[src/rtl/rfphoenix_thread_sched_pkg.sv]
`default_nettype none
// ============================================================================
//  Module      : rfPhoenixPkg
//  Description : Shared thread-id / order-tag types and the per-thread
//                scheduler state record used by the rfPhoenix thread scheduler.
//  Revision    : 1.0  initial release
// ============================================================================
package rfPhoenixPkg;

    localparam int NTHREADS = 4;
    localparam int TidMSB   = $clog2(NTHREADS) - 1;

    typedef logic [TidMSB:0] Tid;
    typedef logic [11:0]     order_tag_t;

    // Per-thread scheduler state: sleep flag, I$-miss backoff, in-flight count
    typedef struct packed {
        logic       sleep;
        logic [4:0] imiss_cnt;
        logic [3:0] inflight;
    } sched_state_t;

    localparam order_tag_t SCHED_TAG_RST = 12'h000;

endpackage
`default_nettype wire

[src/rtl/rfphoenix_thread_sched_rr_pick.sv]
`default_nettype none
// ============================================================================
//  Module      : rfphoenix_rr_pick
//  Description : Rotating-priority picker. Returns the first asserted request
//                scanning upward from last+1 with wrap-around.
//  Revision    : 1.0  initial release
// ============================================================================
module rfphoenix_rr_pick #(
    parameter int N_REQ = 4,
    parameter int IDX_W = 2
) (
    input  logic [N_REQ-1:0] i_req,
    input  logic [IDX_W-1:0] i_last,
    output logic [IDX_W-1:0] o_winner,
    output logic             o_found
);

    logic [IDX_W-1:0] w_idx;

    // Scan candidates last+1 .. last+N_REQ (mod N_REQ); first hit wins
    always_comb begin
        o_winner = '0;
        o_found  = 1'b0;
        w_idx    = '0;
        for (int i = 1; i <= N_REQ; i++) begin
            w_idx = IDX_W'((int'(i_last) + i) % N_REQ);
            if (!o_found && i_req[w_idx]) begin
                o_found  = 1'b1;
                o_winner = w_idx;
            end
        end
    end

endmodule
`default_nettype wire

[src/rtl/rfphoenix_thread_sched.sv]
`default_nettype none
// ============================================================================
//  Module      : rfphoenix_thread_sched
//  Description : Per-cycle round-robin thread issue scheduler. Skips threads
//                that are asleep, in I$-miss backoff or at their in-flight
//                limit, and stamps every issued slot with a 12-bit order tag.
//                Optional: RFPHOENIX_THREAD_PRIO_EN adds a 2-bit per-thread
//                priority input; highest priority wins, RR among equals.
//  Revision    : 1.0  initial release
// ============================================================================
module rfphoenix_thread_sched
    import rfPhoenixPkg::*;
#(
    parameter int                  MAX_INFLIGHT  = 4,
    parameter logic [4:0]          IMISS_BACKOFF = 5'd16,
    parameter logic [NTHREADS-1:0] RST_AWAKE     = NTHREADS'(1)
) (
    input  logic                  clk_i,
    input  logic                  rst_ni,
    input  logic [NTHREADS-1:0]   sleep_set_i,
    input  logic [NTHREADS-1:0]   sleep_clr_i,
    input  logic                  imiss_i,
    input  logic [TidMSB:0]       imiss_tid_i,
    input  logic [NTHREADS-1:0]   imiss_clr_i,
    input  logic                  retire_i,
    input  logic [TidMSB:0]       retire_tid_i,
    input  logic                  flush_i,
    input  logic [TidMSB:0]       flush_tid_i,
    input  logic                  stall_i,
`ifdef RFPHOENIX_THREAD_PRIO_EN
    input  logic [NTHREADS*2-1:0] prio_i,
`endif
    output logic                  issue_v_o,
    output logic [TidMSB:0]       issue_tid_o,
    output logic [11:0]           issue_tag_o,
    output logic [NTHREADS-1:0]   eligible_o,
    output logic                  idle_o
);

    localparam logic [3:0] c_max_inflight = 4'(MAX_INFLIGHT);

    sched_state_t        r_st [NTHREADS];
    Tid                  r_last;
    logic                r_issue_v;
    Tid                  r_issue_tid;
    order_tag_t          r_issue_tag;
    order_tag_t          r_next_tag;

    logic [NTHREADS-1:0] w_elig;
    logic [NTHREADS-1:0] w_req;
    logic [NTHREADS-1:0] w_sel;
    logic [NTHREADS-1:0] w_ret;
    logic [NTHREADS-1:0] w_flush;
    logic [NTHREADS-1:0] w_miss;
    Tid                  w_winner;
    logic                w_found;
    logic                w_load;

    // New slot may be registered whenever the output is empty or being consumed
    assign w_load = !r_issue_v || !stall_i;

    generate
        for (genvar t = 0; t < NTHREADS; t++) begin : g_thread
            assign w_flush[t] = flush_i  && (flush_tid_i  == Tid'(t));
            assign w_ret[t]   = retire_i && (retire_tid_i == Tid'(t));
            assign w_miss[t]  = imiss_i  && (imiss_tid_i  == Tid'(t));
            assign w_sel[t]   = w_load && w_found && (w_winner == Tid'(t));
            // The thread being flushed this cycle must not win a new slot
            assign w_elig[t]  = !r_st[t].sleep
                              && (r_st[t].imiss_cnt == 5'd0)
                              && (r_st[t].inflight < c_max_inflight)
                              && !w_flush[t];
        end
    endgenerate

`ifdef RFPHOENIX_THREAD_PRIO_EN
    logic [1:0] w_top_prio;

    // Keep only eligible threads at the highest priority level present
    always_comb begin
        w_top_prio = 2'd0;
        w_req      = '0;
        for (int t = 0; t < NTHREADS; t++) begin
            if (w_elig[t] && (prio_i[2*t +: 2] > w_top_prio)) begin
                w_top_prio = prio_i[2*t +: 2];
            end
        end
        for (int t = 0; t < NTHREADS; t++) begin
            w_req[t] = w_elig[t] && (prio_i[2*t +: 2] == w_top_prio);
        end
    end
`else
    assign w_req = w_elig;
`endif

    rfphoenix_rr_pick #(
        .N_REQ (NTHREADS),
        .IDX_W (TidMSB + 1)
    ) u_pick (
        .i_req    (w_req),
        .i_last   (r_last),
        .o_winner (w_winner),
        .o_found  (w_found)
    );

    // Per-thread sleep, I$-miss backoff and in-flight bookkeeping
    always_ff @(posedge clk_i or negedge rst_ni) begin
        if (!rst_ni) begin
            for (int t = 0; t < NTHREADS; t++) begin
                r_st[t].sleep     <= ~RST_AWAKE[t];
                r_st[t].imiss_cnt <= 5'd0;
                r_st[t].inflight  <= 4'd0;
            end
        end else begin
            for (int t = 0; t < NTHREADS; t++) begin
                // Set dominates clear when both arrive together
                if (sleep_set_i[t]) begin
                    r_st[t].sleep <= 1'b1;
                end else if (sleep_clr_i[t]) begin
                    r_st[t].sleep <= 1'b0;
                end

                // A fresh miss restarts backoff even if a fill clear arrives
                if (w_miss[t]) begin
                    r_st[t].imiss_cnt <= IMISS_BACKOFF;
                end else if (imiss_clr_i[t]) begin
                    r_st[t].imiss_cnt <= 5'd0;
                end else if (r_st[t].imiss_cnt != 5'd0) begin
                    r_st[t].imiss_cnt <= r_st[t].imiss_cnt - 5'd1;
                end

                // Flush wipes the count; select and retire together cancel out
                if (w_flush[t]) begin
                    r_st[t].inflight <= 4'd0;
                end else if (w_sel[t] && !w_ret[t]) begin
                    r_st[t].inflight <= r_st[t].inflight + 4'd1;
                end else if (w_ret[t] && !w_sel[t] && (r_st[t].inflight != 4'd0)) begin
                    r_st[t].inflight <= r_st[t].inflight - 4'd1;
                end
            end
        end
    end

    // Issue slot register, RR pointer and order-tag counter
    always_ff @(posedge clk_i or negedge rst_ni) begin
        if (!rst_ni) begin
            r_issue_v   <= 1'b0;
            r_issue_tid <= '0;
            r_issue_tag <= SCHED_TAG_RST;
            r_next_tag  <= SCHED_TAG_RST;
            r_last      <= Tid'(NTHREADS - 1);
        end else if (w_load) begin
            if (w_found) begin
                r_issue_v   <= 1'b1;
                r_issue_tid <= w_winner;
                r_issue_tag <= r_next_tag;
                r_next_tag  <= r_next_tag + 12'd1;
                r_last      <= w_winner;
            end else begin
                r_issue_v   <= 1'b0;
            end
        end else if (flush_i && (flush_tid_i == r_issue_tid)) begin
            // A stalled slot whose thread is flushed is dropped
            r_issue_v <= 1'b0;
        end
    end

    assign issue_v_o   = r_issue_v;
    assign issue_tid_o = r_issue_tid;
    assign issue_tag_o = r_issue_tag;
    assign eligible_o  = w_elig;
    assign idle_o      = !r_issue_v && !(|w_elig);

endmodule
`default_nettype wire
[config.mk]
export PLATFORM = sky130hd
export DESIGN_NAME = rfphoenix_thread_sched
export DESIGN_NICKNAME = d
export VERILOG_FILES = /design/src/rtl/rfphoenix_thread_sched_pkg.sv /design/src/rtl/rfphoenix_thread_sched_rr_pick.sv /design/src/rtl/rfphoenix_thread_sched.sv
export SDC_FILE = /design/constraint.sdc
export NUM_CORES = 1
export LEC_CHECK = 0
export BUFFER_PORTS_ARGS = -buffer_cell sky130_fd_sc_hd__buf_2
export CORE_ASPECT_RATIO = 0.5
export CORE_MARGIN = 2
export CORE_UTILIZATION = 60
export CTS_CLUSTER_SIZE = 30
export DETAILED_ROUTE_END_ITERATION = 8
export PLACE_DENSITY = 0.77
export SLEW_MARGIN = 25
export SYNTH_ARGS = -nofsm -noshare
export SYNTH_HDL_FRONTEND = slang
export SYNTH_SLANG_ARGS = --single-unit
[constraint.sdc]
create_clock -name clk_i -period 8 [get_ports clk_i]
set_input_delay 0.4 -clock clk_i [delete_from_list [all_inputs] [get_ports clk_i]]
set_output_delay 0.4 -clock clk_i [all_outputs]
set_load 0.01 [all_outputs]
==> Word level (Yosys, flattened, before mapping) <==
Cells that the tools add are included.
{ "word_totals": {"reg_bits": 69, "output_inout_bits": 20} }
{ "op_classes": {"n_addsub": 17, "order_cmp": 8, "eq_ne": 13, "muxes": 51, "n_reduce_logical": 100} }
{ "ops": {"columns": ["operator", "n"], "rows": [
  ["2-to-1 mux 5 bit", 12],
  ["2-to-1 mux 4 bit", 12],
  ["logical AND 1 bit", 46],
  ["nonzero test 3 bit", 8],
  ["zero test 1 bit", 22],
  ["zero test 5 bit", 4],
  ["nonzero test 5 bit", 4],
  ["subtractor 5 x 1 -> 5 bit, second input constant", 4],
  ["2-to-1 mux 1 bit", 19],
  ["adder 4 x 1 -> 4 bit, second input constant", 4],
  ["== test 2 bit, second input constant", 8],
  ["< comparator 4 x 3 -> 1 bit, second input constant", 4],
  ["nonzero test 4 bit", 4],
  ["subtractor 4 x 1 -> 4 bit, second input constant", 4],
  ["adder 12 x 1 -> 12 bit, second input constant", 1],
  ["< comparator 2 x 3 -> 1 bit, second input constant", 4],
  ["nonzero test 2 bit", 5],
  ["binary-select mux 1 bit (select 2 bit)", 4],
  ["== test 2 x 1 -> 1 bit, second input constant", 4],
  ["zero test 2 bit", 4],
  ["2-to-1 mux 2 bit", 4],
  ["adder 2 x 1 -> 2 bit, second input constant", 2],
  ["adder 2 bit, second input constant", 2],
  ["OR reduction 4 bit", 1],
  ["other kinds (3)", 3]
]} }

==> Longest topological paths before layout <==
{ "logic_depth": {"word_depth": 24, "ltp_mapped": 16, "mapped_depth_nobuf": 14} }

==> Cells and area by module <==
A second synthesis with hierarchy kept.
{ "unflattened": {"hier_cells": 404, "hier_area_um2": 3803.6} }
{ "modules_own_cells": {"columns": ["mod", "n_inst", "cells_per_inst", "area_each_um2", "seq_area_each_um2"], "rows": [
  ["rfphoenix_thread_sched", 1, 390, 3712.3, 1732.9],
  ["rfphoenix_rr_pick", 1, 14, 91.3, 0.0]
]} }

==> Worst setup path after synthesis <==
No wires, ideal clock.
{ "synth_timing": {"kind": "register to register", "startpoint": "reg r_st[4] (netlist bit)", "endpoint": "reg r_st[33] (netlist bit)", "setup_ns": 0.136, "arrival_ns": 3.164, "setup_slack_ns": 4.700, "path_stages_with_launch": 15, "n_path_buf": 0, "period_less_slack_ns": 3.300, "cell_sequence": "dfrtp_1 > inv_1 > ha_1 > or4b_4 > or3_4 > inv_2 > nor2_1 > o311a_1 > nand3_1 > ha_1 > a21o_1 > a21o_1 > a21oi_1 > mux2i_1 > a21oi_1"} }
{ "synth_via": {"elab_chain_cells": 22, "elab_cells_between_ends": 36, "cone_classes": "mux (18); reduce/logical (18)"} }
{ "synth_lines": {"columns": ["item", "line", "source"], "rows": [
  ["from (decl)", "rfphoenix_thread_sched.sv:42", "sched_state_t r_st [NTHREADS];"],
  ["zero test 5 bit (*)", "rfphoenix_thread_sched.sv:70", "&& (r_st[t].imiss_cnt == 5'd0)"],
  ["logical AND 1 bit (*)", "rfphoenix_thread_sched.sv:70", null],
  ["logical AND 1 bit (*)", "rfphoenix_thread_sched.sv:71", "&& (r_st[t].inflight < c_max_inflight)"],
  ["logical AND 1 bit (*)", "rfphoenix_thread_sched.sv:72", "&& !w_flush[t];"],
  ["named net eligible_o[3]", "rfphoenix_thread_sched.sv:36", "output logic [NTHREADS-1:0] eligible_o,"],
  ["binary-select mux 1 bit (select 2 bit)", "rfphoenix_thread_sched_rr_pick.sv:27", "if (!o_found && i_req[w_idx]) begin"],
  ["2-to-1 mux 1 bit (implied by the code)", "rfphoenix_thread_sched_rr_pick.sv:27", null],
  ["2-to-1 mux 1 bit", "rfphoenix_thread_sched_rr_pick.sv:27", null],
  ["(+6 left out)", null, null],
  ["zero test 1 bit", "rfphoenix_thread_sched_rr_pick.sv:27", null],
  ["logical AND 1 bit", "rfphoenix_thread_sched_rr_pick.sv:27", null],
  ["2-to-1 mux 2 bit or 2-to-1 mux 1 bit (tied branches)", "rfphoenix_thread_sched_rr_pick.sv:27", null],
  ["zero test 2 bit or logical AND 1 bit (tied branches)", "rfphoenix_thread_sched.sv:67", "assign w_sel[t] = w_load && w_found && (w_winner == Tid'(t));"],
  ["logical AND 1 bit (*)", "rfphoenix_thread_sched.sv:67", null],
  ["zero test 1 bit", "rfphoenix_thread_sched.sv:137", "end else if (w_ret[t] && !w_sel[t] && (r_st[t].inflight != 4'd0)) begin"],
  ["logical AND 1 bit (2 in series)", "rfphoenix_thread_sched.sv:137", null],
  ["nonzero test 3 bit (no line)", null, null]
]} }
The timed path passes the listed nets; every way through them passes the cells marked *. The select of a mux whose other input is x is not followed.
A chain may end at the register's enable or synchronous reset.

==> Worst setup path after layout <==
{ "layout_timing": {"startpoint": "reg r_st[14] (netlist bit)", "endpoint": "reg r_st[33] (netlist bit)"} }
{ "layout_via": {"elab_chain_cells": 22, "elab_cells_between_ends": 36, "cone_classes": "mux (18); reduce/logical (18)"} }
{ "layout_lines": {"columns": ["item", "line"], "rows": [
  ["zero test 5 bit (*)", "rfphoenix_thread_sched.sv:70"],
  ["logical AND 1 bit (*)", "rfphoenix_thread_sched.sv:70"],
  ["logical AND 1 bit (*)", "rfphoenix_thread_sched.sv:71"],
  ["logical AND 1 bit (*)", "rfphoenix_thread_sched.sv:72"],
  ["binary-select mux 1 bit (select 2 bit)", "rfphoenix_thread_sched_rr_pick.sv:27"],
  ["2-to-1 mux 1 bit (implied by the code)", "rfphoenix_thread_sched_rr_pick.sv:27"],
  ["2-to-1 mux 1 bit", "rfphoenix_thread_sched_rr_pick.sv:27"],
  ["zero test 1 bit", "rfphoenix_thread_sched_rr_pick.sv:27"],
  ["(+5 left out)", null],
  ["zero test 1 bit", "rfphoenix_thread_sched_rr_pick.sv:27"],
  ["logical AND 1 bit", "rfphoenix_thread_sched_rr_pick.sv:27"],
  ["2-to-1 mux 2 bit or 2-to-1 mux 1 bit (tied branches)", "rfphoenix_thread_sched_rr_pick.sv:27"],
  ["zero test 2 bit or logical AND 1 bit (tied branches)", "rfphoenix_thread_sched.sv:67"],
  ["logical AND 1 bit (*)", "rfphoenix_thread_sched.sv:67"],
  ["zero test 1 bit", "rfphoenix_thread_sched.sv:137"],
  ["logical AND 1 bit (2 in series)", "rfphoenix_thread_sched.sv:137"],
  ["nonzero test 3 bit (no line)", null]
]} }
Mark *: on every way between the ends. The rest lies on a longest branch, timed or not. The select of a mux whose other input is x is not followed.

==> flow_summary.ini <==
[run_status]
status = completed

[sta]
clock.fmax_ghz = 0.245
timing.final.crit_share = 0.510
rsz0062_at_grt = no
skew_ns = 0.00957
fin_tns_setup_ns = 0
fin_ws_ns = 3.92
whs_ns = 0.245
slew_violations = 0
tightest_slew_ns = 0.861
slew_headroom = 0.426
setup_viol = 0
min_period_ns = 4.08
hold_viol_final = 0

[synthesis]
syn_inst = 385
synth-warning-count = 0
syn_area_per_cell_sq_um = 10.2
yosysSeqAreaShare = 0.442
synth-seq-cells = 69
synth_edf_count = 0
synthesis.area_sq_um = 3920
synthArstFlopShare = 1.00
synth_flop_cell = dfrtp_1
netlist-cell-type-count = 64
synth_nets = 430

[drt]
ant_nets = 0
wl_microns = 8110
via_per_inst = 5.69
drt_iter0_drc = 158
num_vias = 2996
drt-pass1-iter-count = 4
drc = 0
post_drt_wl_per_cell_microns = 15.4

[die]
initial_core_util = 0.635
coreArea_sq_um = 6180
num_rows = 20
die_w_microns = 118
io_pins = 44
dieArea_sq_um = 7240
die_y_microns = 61.2

[global_routing]
grt_util_met3 = 0.0593
met1_usage = 0.303
top_usage_layer = met2
antenna_found_initial = 0
globalRouteTotalUtil = 0.241
globalRouteMet2Util = 0.430
overflow = 0
grt_max_degree = 70
grt_pass1_vias = 2874
grt_pass1_wl_microns = 13500

[clock_tree]
clock-sinks = 69
htreeDepth = 3
cts_buffer_depth = 2
cts_setup_buffers = 0
clkLatencyLatePin_ns = 0.33
cts_resized = 0
tritoncts.num_buffers = 9
cts_tree = built
cts_hold_buf = 0
root_buffer = clkbuf_16
cts.clk_slew.worst_paths_ns = 0.06

[power]
p_int_mw = 1.09
powerDensity_nw_per_um2 = 386
p_sw_uw = 659
power_mw = 1.75
leakage_nw = 2.17
swShare = 0.376
power_frac_seq = 0.340
ir_worst_vdd_mv = 0.152
clockPowerShare = 0.245
combPwrFrac = 0.416

[place]
place_area_sq_um = 4220
place_inst = 511
hpwl_microns = 5930
place_congestion = 0.944
dp_slack_ns = 4.02
numPortBuffers = 43

[layout]
nets = 479
syn2layout_area_growth_pct = 15.8
diodes = 0
final_util = 0.735
final_cells = 527
layout.area.seq_sq_um = 1730
multi_input_area_sq_um = 2020
finalInstanceArea_sq_um = 4540
drive_gt1_frac = 0.239
nFillCells = 459

[worst_setup_path]
path_buf_inv = 1
crit_required_ns = 8.19
crit_chain = inv_1 > ha_1 > nor4b_2 > nand3_1 > a221oi_2 > nand3_1 > ha_1 > a21o_1 > a21o_1 > a21oi_1 > mux2i_1 > a21oi_1
worstPathMaxFanout = 13
critPathLaunch = r_st[14]
cpMaxStageDelayCell = a221oi_2
critPathMaxStageDelay_ns = 0.75
worstPathArrival_ns = 4.27
cp-start-kind = register
critPathCaptureType = register
r2r_start = r_st[14]
critical_path_class = register to register
cp_top_family = simple AND/OR/NAND/NOR gates

[hold_path]
worstHoldStart = sleep_set_i[2]
min_path_type = input pin to register

[job]
drv_cap = 0
[kinds of logic (layout without fill, tap and decap cells)]
logic type	Yosys count	after routing	share of synthesized area
xor+xnor	28	28	0.0625
simple gates	134	134	0.197
buf+inv	40	94	0.0440
fa+ha+maj	21	21	0.0746
mux	16	16	0.0450
flops	69	69	0.442
compound gates	77	77	0.135
[layer usage]
metal  share of wire  vias up
li1                -     1466
met5               0        -
met4           0.013        0
met3           0.042       14
met1            0.46     1463
met2            0.48       53
[synthesized netlist by cell type, drive strengths merged, types with 2 or more instances]
| cell type | n | area share |
|---|---|---|
| or2 | 2 | 0.0032 |
| nand2 | 13 | 0.012 |
| nand4 | 4 | 0.0064 |
| dfstp | 5 | 0.033 |
| mux2i | 3 | 0.0077 |
| xnor2 | 23 | 0.051 |
| a21o | 11 | 0.021 |
| buf | 4 | 0.0083 |
| mux2 | 13 | 0.037 |
| a21boi | 2 | 0.0038 |
| or4b | 2 | 0.0061 |
| fa | 4 | 0.020 |
| and3 | 6 | 0.0096 |
| a211oi | 4 | 0.0089 |
| nor2 | 32 | 0.031 |
| o211ai | 2 | 0.0038 |
| clkbuf | 3 | 0.0032 |
| o21a | 2 | 0.0038 |
| nand2b | 5 | 0.0080 |
| nor4 | 5 | 0.0080 |
| nand3b | 3 | 0.0057 |
| o21ai | 16 | 0.020 |
| nor4b | 4 | 0.018 |
| ha | 17 | 0.054 |
| a221oi | 2 | 0.0077 |
| o21bai | 2 | 0.0038 |
| nor3 | 30 | 0.041 |
| o22ai | 2 | 0.0032 |
| xor2 | 5 | 0.011 |
| or3b | 3 | 0.0067 |
| inv | 32 | 0.031 |
| a21oi | 24 | 0.032 |
| nand3 | 15 | 0.022 |
| a41oi | 2 | 0.0064 |
| dfrtp | 64 | 0.41 |
| nor3b | 2 | 0.0038 |
| or3 | 5 | 0.0092 |
[layout make-up]
type,instances,share of cell area
clock buffers,11,0.0534
repair buffers,45,0.0507
flip-flops and latches,69,0.381
inverters,33,0.0281
well taps,88,0.0242
multi-input cells,276,0.444
clock inverters,5,0.0182
[layout by cell type, fill, tap and decap left out, types with 3 or more instances in the layout]
| master | synthesis | routed |
|---|---|---|
| mux2_2 | 13 | 13 |
| inv_1 | 27 | 27 |
| a21oi_1 | 23 | 23 |
| dfrtp_1 | 64 | 64 |
| a21o_1 | 11 | 11 |
| xnor2_1 | 23 | 23 |
| xor2_1 | 5 | 5 |
| and3_1 | 6 | 6 |
| nor4_1 | 5 | 5 |
| o21ai_0 | 13 | 13 |
| nand4_1 | 4 | 4 |
| nand2b_1 | 5 | 5 |
| mux2i_1 | 3 | 3 |
| fa_1 | 4 | 4 |
| inv_2 | 4 | 4 |
| buf_2 | 2 | 43 |
| clkbuf_16 | 0 | 9 |
| o21ai_1 | 3 | 3 |
| a211oi_1 | 3 | 3 |
| nand2_1 | 13 | 13 |
| nor3_1 | 29 | 29 |
| or3_1 | 4 | 4 |
| nand3_1 | 13 | 13 |
| nand3b_1 | 3 | 3 |
| dfstp_2 | 5 | 5 |
| nor2_1 | 32 | 32 |
| ha_1 | 17 | 17 |
[registers in the layout (all words and copies together) (netlist names)]
name and cells:
issue_tag_o 12, issue_tid_o 2, issue_v_o 1, r_last 2, r_next_tag 12, r_st 40
[final timing paths]
check	end	slack, ns	depth (start not counted)
min in group asynchronous	r_st[30]	0.27	2
setup / recovery	r_st[33]	3.92	12
max in group asynchronous	issue_tag_o[5]	7.17	2
hold / removal	r_st[19]	0.25	2
hold reg to reg	r_next_tag[11]	0.47	1
setup reg to reg	r_st[33]	3.92	12
[power groups by stage]
| stage | clock, mW | sequential [mW] | combinational (mW) |
|---|---|---|---|
| 6_report | 0.428 | 0.595 | 0.728 |
| 5_1_grt | 0.450 | 0.610 | 0.814 |
| 4_1_cts | 0.434 | 0.593 | 0.730 |
| 3_5_place_dp | 0 | 0.596 | 0.719 |
| 3_3_place_gp | 0 | 0.586 | 0.680 |
| 2_1_floorplan | 0 | 0.572 | 0.565 |
No activity file was read; power rests on OpenSTA's default activity.
